**src/rtl/ps2_host_tx.sv**
```systemverilog
// PS/2 host-to-device transmitter: inhibit, request-to-send, then shifts one byte
// (LSB first, odd parity) on device clock falls and checks the device ACK.
module ps2_host_tx #(
    parameter int INHIBIT_CYCLES = 1680,
    parameter int REQ_CYCLES     = 14,
    parameter int TIMEOUT_CYCLES = 210000,
    parameter int FILTER_LEN     = 8
) (
    input  logic       CLK,
    input  logic       nRESET,
    input  logic [7:0] tx_data,
    input  logic       tx_valid,
    output logic       tx_ready,
    output logic       tx_done,
    output logic       tx_error,
    output logic       busy,
    input  logic       ps2_clk_in,
    input  logic       ps2_dat_in,
    output logic       ps2_clk_drv,
    output logic       ps2_dat_drv
);

    localparam int FLT_W = $clog2(FILTER_LEN + 1);
    localparam logic [10:0] INH_LAST = 11'(INHIBIT_CYCLES - 1);
    localparam logic [10:0] REQ_LAST = 11'(REQ_CYCLES - 1);
    localparam logic [17:0] WD_LIM   = 18'(TIMEOUT_CYCLES);

    typedef enum logic [2:0] {
        S_IDLE     = 3'd0,
        S_INHIBIT  = 3'd1,
        S_REQ      = 3'd2,
        S_XFER     = 3'd3,
        S_WAITIDLE = 3'd4,
        S_ERR      = 3'd5
    } state_t;

    state_t             state_q, state_d;
    logic               clk_s1_q, clk_s2_q, dat_s1_q, dat_s2_q;
    logic [FLT_W-1:0]   flt_cnt_q, flt_cnt_d;
    logic               filt_q, filt_d;
    logic               fall_evt_q, fall_evt_d;
    logic [10:0]        tmr_q, tmr_d;
    logic [17:0]        wdog_q, wdog_d;
    logic [3:0]         n_q, n_d;
    logic [7:0]         shift_q, shift_d;
    logic               par_q, par_d;
    logic               clk_drv_q, clk_drv_d;
    logic               dat_drv_q, dat_drv_d;
    logic               tx_ready_q, tx_ready_d;
    logic               tx_done_q, tx_done_d;
    logic               tx_error_q, tx_error_d;
    logic               busy_q, busy_d;
    logic               bit_drv;

    // State register, synchronisers, filter and registered outputs
    always_ff @(posedge CLK) begin
        if (!nRESET) begin
            state_q    <= S_IDLE;
            clk_s1_q   <= 1'b0;
            clk_s2_q   <= 1'b0;
            dat_s1_q   <= 1'b0;
            dat_s2_q   <= 1'b0;
            flt_cnt_q  <= '0;
            filt_q     <= 1'b0;
            fall_evt_q <= 1'b0;
            tmr_q      <= '0;
            wdog_q     <= '0;
            n_q        <= '0;
            shift_q    <= '0;
            par_q      <= 1'b0;
            clk_drv_q  <= 1'b0;
            dat_drv_q  <= 1'b0;
            tx_ready_q <= 1'b0;
            tx_done_q  <= 1'b0;
            tx_error_q <= 1'b0;
            busy_q     <= 1'b0;
        end else begin
            state_q    <= state_d;
            clk_s1_q   <= ps2_clk_in;
            clk_s2_q   <= clk_s1_q;
            dat_s1_q   <= ps2_dat_in;
            dat_s2_q   <= dat_s1_q;
            flt_cnt_q  <= flt_cnt_d;
            filt_q     <= filt_d;
            fall_evt_q <= fall_evt_d;
            tmr_q      <= tmr_d;
            wdog_q     <= wdog_d;
            n_q        <= n_d;
            shift_q    <= shift_d;
            par_q      <= par_d;
            clk_drv_q  <= clk_drv_d;
            dat_drv_q  <= dat_drv_d;
            tx_ready_q <= tx_ready_d;
            tx_done_q  <= tx_done_d;
            tx_error_q <= tx_error_d;
            busy_q     <= busy_d;
        end
    end

    // Glitch filter: the level flips only after FILTER_LEN consecutive differing samples
    always_comb begin
        flt_cnt_d  = '0;
        filt_d     = filt_q;
        fall_evt_d = 1'b0;
        if (clk_s2_q != filt_q) begin
            if (flt_cnt_q == FLT_W'(FILTER_LEN - 1)) begin
                filt_d     = clk_s2_q;
                fall_evt_d = filt_q;
            end else begin
                flt_cnt_d = flt_cnt_q + FLT_W'(1);
            end
        end
    end

    // Next-state and datapath counters
    always_comb begin
        state_d = state_q;
        tmr_d   = tmr_q;
        wdog_d  = wdog_q;
        n_d     = n_q;
        shift_d = shift_q;
        par_d   = par_q;
        case (state_q)
            S_IDLE: begin
                if (tx_valid && tx_ready_q) begin
                    shift_d = tx_data;
                    par_d   = ~^tx_data;
                    tmr_d   = '0;
                    state_d = S_INHIBIT;
                end
            end
            S_INHIBIT: begin
                if (tmr_q == INH_LAST) begin
                    tmr_d   = '0;
                    state_d = S_REQ;
                end else begin
                    tmr_d = tmr_q + 11'd1;
                end
            end
            S_REQ: begin
                if (tmr_q == REQ_LAST) begin
                    tmr_d   = '0;
                    n_d     = '0;
                    wdog_d  = '0;
                    state_d = S_XFER;
                end else begin
                    tmr_d = tmr_q + 11'd1;
                end
            end
            S_XFER: begin
                if (fall_evt_q) begin
                    wdog_d = '0;
                    n_d    = (n_q == 4'hF) ? n_q : n_q + 4'd1;
                    if (n_q == 4'd10) begin
                        state_d = dat_s2_q ? S_ERR : S_WAITIDLE;
                    end
                end else if (wdog_q == WD_LIM) begin
                    state_d = S_ERR;
                end else begin
                    wdog_d = wdog_q + 18'd1;
                end
            end
            S_WAITIDLE: begin
                if (filt_q && dat_s2_q) begin
                    state_d = S_IDLE;
                end else if (wdog_q == WD_LIM) begin
                    state_d = S_ERR;
                end else begin
                    wdog_d = wdog_q + 18'd1;
                end
            end
            S_ERR:   state_d = S_IDLE;
            default: state_d = S_IDLE;
        endcase
    end

    // Line value for the bit addressed by n; stop bit and beyond release the line
    always_comb begin
        bit_drv = 1'b0;
        if (n_q < 4'd8) begin
            bit_drv = ~shift_q[n_q[2:0]];
        end else if (n_q == 4'd8) begin
            bit_drv = ~par_q;
        end
    end

    // Outputs are decoded from the next state and registered, so pins never glitch
    always_comb begin
        clk_drv_d  = 1'b0;
        dat_drv_d  = 1'b0;
        tx_ready_d = 1'b0;
        tx_done_d  = 1'b0;
        tx_error_d = 1'b0;
        busy_d     = 1'b1;
        case (state_d)
            S_IDLE: begin
                tx_ready_d = 1'b1;
                busy_d     = 1'b0;
                tx_done_d  = (state_q == S_WAITIDLE);
            end
            S_INHIBIT: clk_drv_d = 1'b1;
            S_REQ: begin
                clk_drv_d = 1'b1;
                dat_drv_d = 1'b1;
            end
            // start bit stays on the line until the first device fall
            S_XFER: dat_drv_d = (state_q == S_XFER && fall_evt_q) ? bit_drv : dat_drv_q;
            S_ERR:  tx_error_d = 1'b1;
            default: ;
        endcase
    end

    assign tx_ready    = tx_ready_q;
    assign tx_done     = tx_done_q;
    assign tx_error    = tx_error_q;
    assign busy        = busy_q;
    assign ps2_clk_drv = clk_drv_q;
    assign ps2_dat_drv = dat_drv_q;

endmodule
```
**config.mk**
```make
export PLATFORM = sky130hd
export DESIGN_NAME = ps2_host_tx
export DESIGN_NICKNAME = d
export VERILOG_FILES = /design/src/rtl/ps2_host_tx.sv
export SDC_FILE = /design/constraint.sdc
export NUM_CORES = 1
export LEC_CHECK = 0
export CORE_MARGIN = 3
export CORE_UTILIZATION = 45
export DETAILED_ROUTE_END_ITERATION = 8
export GPL_ROUTABILITY_DRIVEN = 0
export PLACE_DENSITY = 0.6
export SLEW_MARGIN = 30
export SYNTH_ARGS = -nofsm -noshare
export SYNTH_HDL_FRONTEND = slang
export SYNTH_SLANG_ARGS = --single-unit
```
**constraint.sdc**
```tcl
create_clock -name CLK -period 2.55 [get_ports CLK]
set_clock_uncertainty 0.15 [all_clocks]
set_input_delay 0.51 -clock CLK [delete_from_list [all_inputs] [get_ports CLK]]
set_output_delay 0.51 -clock CLK [all_outputs]
set_load 0.05 [all_outputs]
```
==> results of run 1 <==
-- area by class of cell --
class | count | area [um^2] | share of cell area (%)
multi-input combinational | 261 | 1800 | 49.2
inverter | 14 | 52.6 | 1.44
clock inverter | 4 | 70.1 | 1.92
tap | 77 | 96.3 | 2.64
timing repair buffer | 28 | 263 | 7.19
sequential | 61 | 1220 | 33.4
clock buffer | 12 | 155 | 4.25
-- worst paths after layout --
path | to | slack (ns) | cells after the start
setup / recovery | wdog_q[14] | 0.15 | 8
hold / removal | clk_s2_q | 0.28 | 1
setup reg to reg | wdog_q[14] | 0.15 | 8
hold reg to reg | clk_s2_q | 0.28 | 1
-- power breakdown --
part           switching (W)  internal [W]  leakage, nW
Sequential         0.0000130      0.000972        0.494
Combinational      0.0000914     0.0000748        0.674
Clock               0.000365      0.000601        0.116
Total               0.000470       0.00165         1.28
-- state kept, by name, summed over array words and instances (netlist names), 3 cells and up --
| register | count |
|---|---|
| n_q | 4 |
| wdog_q | 18 |
| flt_cnt_q | 4 |
| state_q | 3 |
| shift_q | 8 |
| tmr_q | 11 |
-- metrics by stage --
step | hold slack, ns | util [%] | std cells | setup slack, ns | cell area, um^2
finish | 0.282 | 56.0 | 457 | 0.154 | 3650
global route | 0.309 | 56.0 | 457 | 0.0160 | 3650
CTS | 0.283 | 56.0 | 457 | 0.135 | 3650
detailed placement | 0.269 | 52.5 | 441 | 0.154 | 3430
global placement | 0.264 | 52.3 | 440 | 0.107 | 3410
floorplan | 0.262 | - | 348 | 0.381 | 3130
-- metal layers --
metal  GRT usage [%]  share of wire [%]  routed length (um)
met5               0                  0                   0
met4            4.74                1.0                  68
met2            26.3                 44                2850
met3            6.08                5.1                 330
met1            24.8                 50                3260
-- worst register-to-register path: stages (launching register included) --
cell      delay (ns)
dfxtp_1         0.42
ha_1            0.17
or4b_1          0.53
nor3_4          0.19
a211oi_4        0.15
buf_8           0.19
nor4b_2         0.30
xnor2_1         0.15
nor2_1          0.05
-- placed cells by master (no fill, tap or decap), types with 4 or more instances in the layout --
| cell | instances |
|---|---|
| nor2_1 | 53 |
| xnor2_1 | 22 |
| a31oi_1 | 4 |
| mux2i_1 | 12 |
| inv_1 | 14 |
| a21oi_1 | 6 |
| nand3_1 | 15 |
| nand2_1 | 19 |
| nor4_2 | 6 |
| ha_1 | 8 |
| buf_4 | 9 |
| and2_1 | 6 |
| xor2_1 | 5 |
| o21ai_0 | 9 |
| dfxtp_1 | 61 |
| clkdlybuf4s50_1 | 18 |
| and3_1 | 8 |
| nor4b_2 | 4 |
| nor3_2 | 5 |
| nand3b_1 | 7 |
| clkbuf_8 | 11 |
| o21ai_1 | 11 |
| nor3_1 | 7 |
-- logic make-up after synthesis --
| kind of cell | count (synthesis) | synth area share (%) |
|---|---|---|
| multiplexers | 14 | 5.28 |
| buffers and inverters | 26 | 3.76 |
| AO/OA/AOI/OAI | 54 | 11.7 |
| flip-flops | 61 | 39.0 |
| XOR/XNOR | 27 | 7.56 |
| AND/OR/NAND/NOR | 158 | 29.5 |
| adder cells (fa/ha/maj) | 8 | 3.20 |
==> results.cfg, run 1 <==
[run_status]
outcome = completed

[floorplan]
initial_utilization_pct = 47.9
fp.dieH_um = 89.4
fp.dieW_um = 89.4
dieArea_um2 = 7990
rows = 29
core_um2 = 6530
io-pin-count = 19

[detailed_routing]
drt-total-wl_mm = 6.51
drt-vias-per-instance = 5.53
drt-initial-drc-count = 132
firstDrtPassIters = 4
wl_per_cell_um = 14.2
postRouteAntennaNets = 0
drc = 0
num_vias = 2525

[global_route]
grt_max_degree = 23
grt_pass1_wl_mm = 11.0
antenna_found_initial = 0
grt_pass1_vias = 2349
grt_overflow_total = 0
grt_usage_pct = 17.8

[cts]
cts_buffers = 9
cts_tree = done
hold_buffers = 0
htreeDepth = 3
clock-sinks = 61
cts_max_path_buffers = 2
cts_root_buf = clkbuf_8
clk_latency_ns = 0.34
clk_pin_slew_ns = 0.07
cts_resized = 0
post_cts_buffers = 0

[timing]
slew-limit-headroom_pct = 55.3
setup_tns_ns = 0
max_freq_ghz = 0.417
rsz0062_at_grt = false
period_minus_slack_ns = 2.40
hold_violations = 0
setup_viol = 0
fin_crit_sh_pct = 93.9
slew_viol_final = 0
worstMarginPinSlew_ns = 0.666

[yosys]
syn_area_um2 = 3130
syn_area_per_cell_um2 = 8.99
ys_ff_latch = 61
synth_edf_count = 0
synth.top_cells.by_area = dfxtp_1, nor2_1, xnor2_1
synth.distinct_cells = 59
syn-instance-count = 348
synth_nets = 369
synth_largest_area_cell = dfxtp_1
yosysTopAreaCellShare_pct = 39.0
synth.most_common_cell = dfxtp_1
synthFlopType = dfxtp_1
ys_seq_area_share_pct = 39.0
synth_commonest_cells = dfxtp_1, nor2_1, xnor2_1, nand2_1, nand3_1
async_reset_ff_share_pct = 0
yosys_warnings = 0

[critical_path]
cp.arrival_ns = 2.48
crit_family = simple AND/OR/NAND/NOR gates
crit_buf_inv = 1
crit_chain = ha_1 > or4b_1 > nor3_4 > a211oi_4 > buf_8 > nor4b_2 > xnor2_1 > nor2_1
critPathCaptureType = flip-flop
r2r-start = tmr_q[0]
slowest_delay_ns = 0.53
startpoint_type = flip-flop
crit_path_start = tmr_q[0]
crit_slowest_cell = or4b_1
crit_type = reg -> reg
worst_ep_required_time_ns = 2.63
worst-path-max-fanout = 10

[power]
p_leak_nw = 1.28
powerDensity_nw_per_um2 = 579
finalPower_w = 0.00212
ir_worst_vdd_mv = 0.379

[final_layout]
final_layout_size_suffix_gt1_share_pct = 14.2
synthToLayoutAreaGrowth_pct = 16.8
nets = 396
fillers = 617
n_antenna_cell = 0

[worst_hold_path]
hold_path_class = reg -> reg
hp-start = clk_s1_q

[place]
dp_hpwl_mm = 4.46
port_buffers = 18

[flow_run]
drv_cap = 0
Note: power is estimated with default switching activity, not from simulation.
==> run 2, diff against run 1 <==
--- a/config.mk
+++ b/config.mk
@@ -9,8 +9,7 @@
 export CORE_UTILIZATION = 45
 export DETAILED_ROUTE_END_ITERATION = 8
 export GPL_ROUTABILITY_DRIVEN = 0
-export PLACE_DENSITY = 0.6
-export SLEW_MARGIN = 30
+export PLACE_DENSITY = 0.66
 export SYNTH_ARGS = -nofsm -noshare
 export SYNTH_HDL_FRONTEND = slang
 export SYNTH_SLANG_ARGS = --single-unit
==> results.cfg, run 2 (synthesized netlist as in run 1, its figures left out) <==
[timing]
hold_violations = 0
setup_tns_ns = 0
slew_viol_final = 0
whs_ns = 0.287
worstMarginPinSlew_ns = 0.593
rsz0062_at_grt = false
fin_crit_sh_pct = 93.6
period_minus_slack_ns = 2.39
setup_viol = 0
slew-limit-headroom_pct = 60.4
max_freq_ghz = 0.419

[cts]
cts_buffers = 9
clk_pin_slew_ns = 0.07
cts_tree = done
cts_root_buf = clkbuf_8
htreeDepth = 3
hold_buffers = 0
clk_latency_ns = 0.34
clock-sinks = 61
cts_max_path_buffers = 2

[power]
p_leak_nw = 1.31
seq_power_share_pct = 44.0
internal-power_w = 0.00175
pwr-share-clk_pct = 48.5
switchingPower_w = 0.000485
combPwrFrac_pct = 7.6
switching_share_pct = 21.7
powerDensity_nw_per_um2 = 602
ir_worst_vdd_mv = 0.362

[critical_path]
worst_ep_required_time_ns = 2.63
ff2ff_setup_slack_ns = 0.16
crit_type = reg -> reg
critPathMostFrequentCell = o21ai_1
worst-path-max-fanout = 10
cp.arrival_ns = 2.46
crit_chain = inv_1 > ha_1 > or4b_1 > o311ai_1 > a211o_1 > nor2_1 > o21ai_1 > o21ai_1
rr_worst_depth = 8
critPathCaptureType = flip-flop
r2r-start = tmr_q[1]
timing.rr.end = tmr_q[6]
slowest_delay_ns = 0.53
startpoint_type = flip-flop
crit_slowest_cell = or4b_1

[detailed_routing]
postRouteAntennaNets = 0
firstDrtPassIters = 4
num_vias = 2542
drt-initial-drc-count = 101
drt-vias-per-instance = 5.53
wl_per_cell_um = 13.9
drc = 0
drt-total-wl_mm = 6.38

[global_route]
grt_overflow_total = 0
grt_pass1_vias = 2336
grt_max_degree = 23
grt_usage_pct = 17.3
antenna_found_initial = 0
grt_pass1_wl_mm = 10.8

[floorplan]
core_um2 = 6530
fp.dieH_um = 89.4
io-pin-count = 19
rows = 29
dieArea_um2 = 7990
initial_utilization_pct = 47.9
fp.dieW_um = 89.4

[place]
port_buffers = 18
dp_hpwl_mm = 4.64
dp_cells = 443

[final_layout]
post-route-util_pct = 56.9
fillers = 599
nets = 399
layout_common_cells = dfxtp_1, nor2_1, xnor2_1, nand2_1, clkdlybuf4s50_1
final_layout_size_suffix_gt1_share_pct = 15.4
regMostFlops = wdog_q
stdcell_count = 460
reg_top3 = wdog_q x18, tmr_q x11, shift_q x8
n_antenna_cell = 0
largest_reg_flops = 18
final_common_cell = dfxtp_1
synthToLayoutAreaGrowth_pct = 18.8

[worst_hold_path]
hold_depth = 1
holdPathEnd = clk_s2_q
hold_path_class = reg -> reg
hp-start = clk_s1_q

[flow_run]
drv_cap = 0

[run_status]
outcome = completed
[run 2: layout make-up]
class                      count  area [um^2]  share of cell area, %
sequential                    61         1220                   32.9
multi-input combinational    261         1800                   48.4
tap                           77         96.3                   2.59
clock buffer                  11          151                   4.07
clock inverter                 5          106                   2.86
timing repair buffer          31          290                   7.81
inverter                      14         52.6                   1.41
[run 2: metal layers]
layer,vias to the layer above,GRT usage [%],routed length (um),part of all wire (%)
met4,0,4.74,48,0.75
li1,1293,-,-,-
met5,-,0,0,0
met3,7,5.81,244,3.8
met1,1206,22.5,3020,47
met2,36,27.5,3070,48
[run 2: critical path: cells and delay by family, from the launching register on]
| kind | cells | cell delay (ns) |
|---|---|---|
| AOI/OAI and AO/OA | 4 | 0.95 |
| and+or+nand+nor | 2 | 0.63 |
| DFF | 1 | 0.35 |
| adders and majority gates | 1 | 0.13 |
| buffers and inverters | 1 | 0.07 |
[run 2: metrics by stage]
stage,area (um^2),worst slack (ns),power (W)
3_5_place_dp,3440,0.0488,0.00117
4_1_cts,3690,0.0239,0.00226
3_3_place_gp,3440,0.0811,0.00117
6_report,3720,0.164,0.00224
2_1_floorplan,3130,0.381,0.00111
5_1_grt,3720,0.0307,0.00232
[run 2: power groups by stage]
| stage | combinational (W) | sequential [W] | clock (W) |
|---|---|---|---|
| after floorplan | 0.0000953 | 0.00102 | 0 |
| after global placement | 0.000166 | 0.00101 | 0 |
| after detailed placement | 0.000169 | 0.00101 | 0 |
| after CTS | 0.000170 | 0.000984 | 0.00111 |
| after global routing | 0.000186 | 0.000985 | 0.00115 |
| final | 0.000169 | 0.000984 | 0.00108 |
[run 2: worst max path at each step]
stage / from / to / slack (ns) / depth (start not counted)
2_1_floorplan: tmr_q[0] / tmr_q[10] / 0.38 / 8
6_report: tmr_q[1] / tmr_q[6] / 0.16 / 8
3_5_place_dp: tmr_q[1] / wdog_q[8] / 0.05 / 8
5_1_grt: tmr_q[1] / tmr_q[4] / 0.03 / 8
4_1_cts: tmr_q[1] / wdog_q[8] / 0.02 / 8
3_3_place_gp: tmr_q[1] / wdog_q[8] / 0.08 / 8
[run 2: repair_timing]
item,in CTS,in global routing
setup buffers,0,1
setup endpoints to repair,0,15
gates resized for setup,0,1
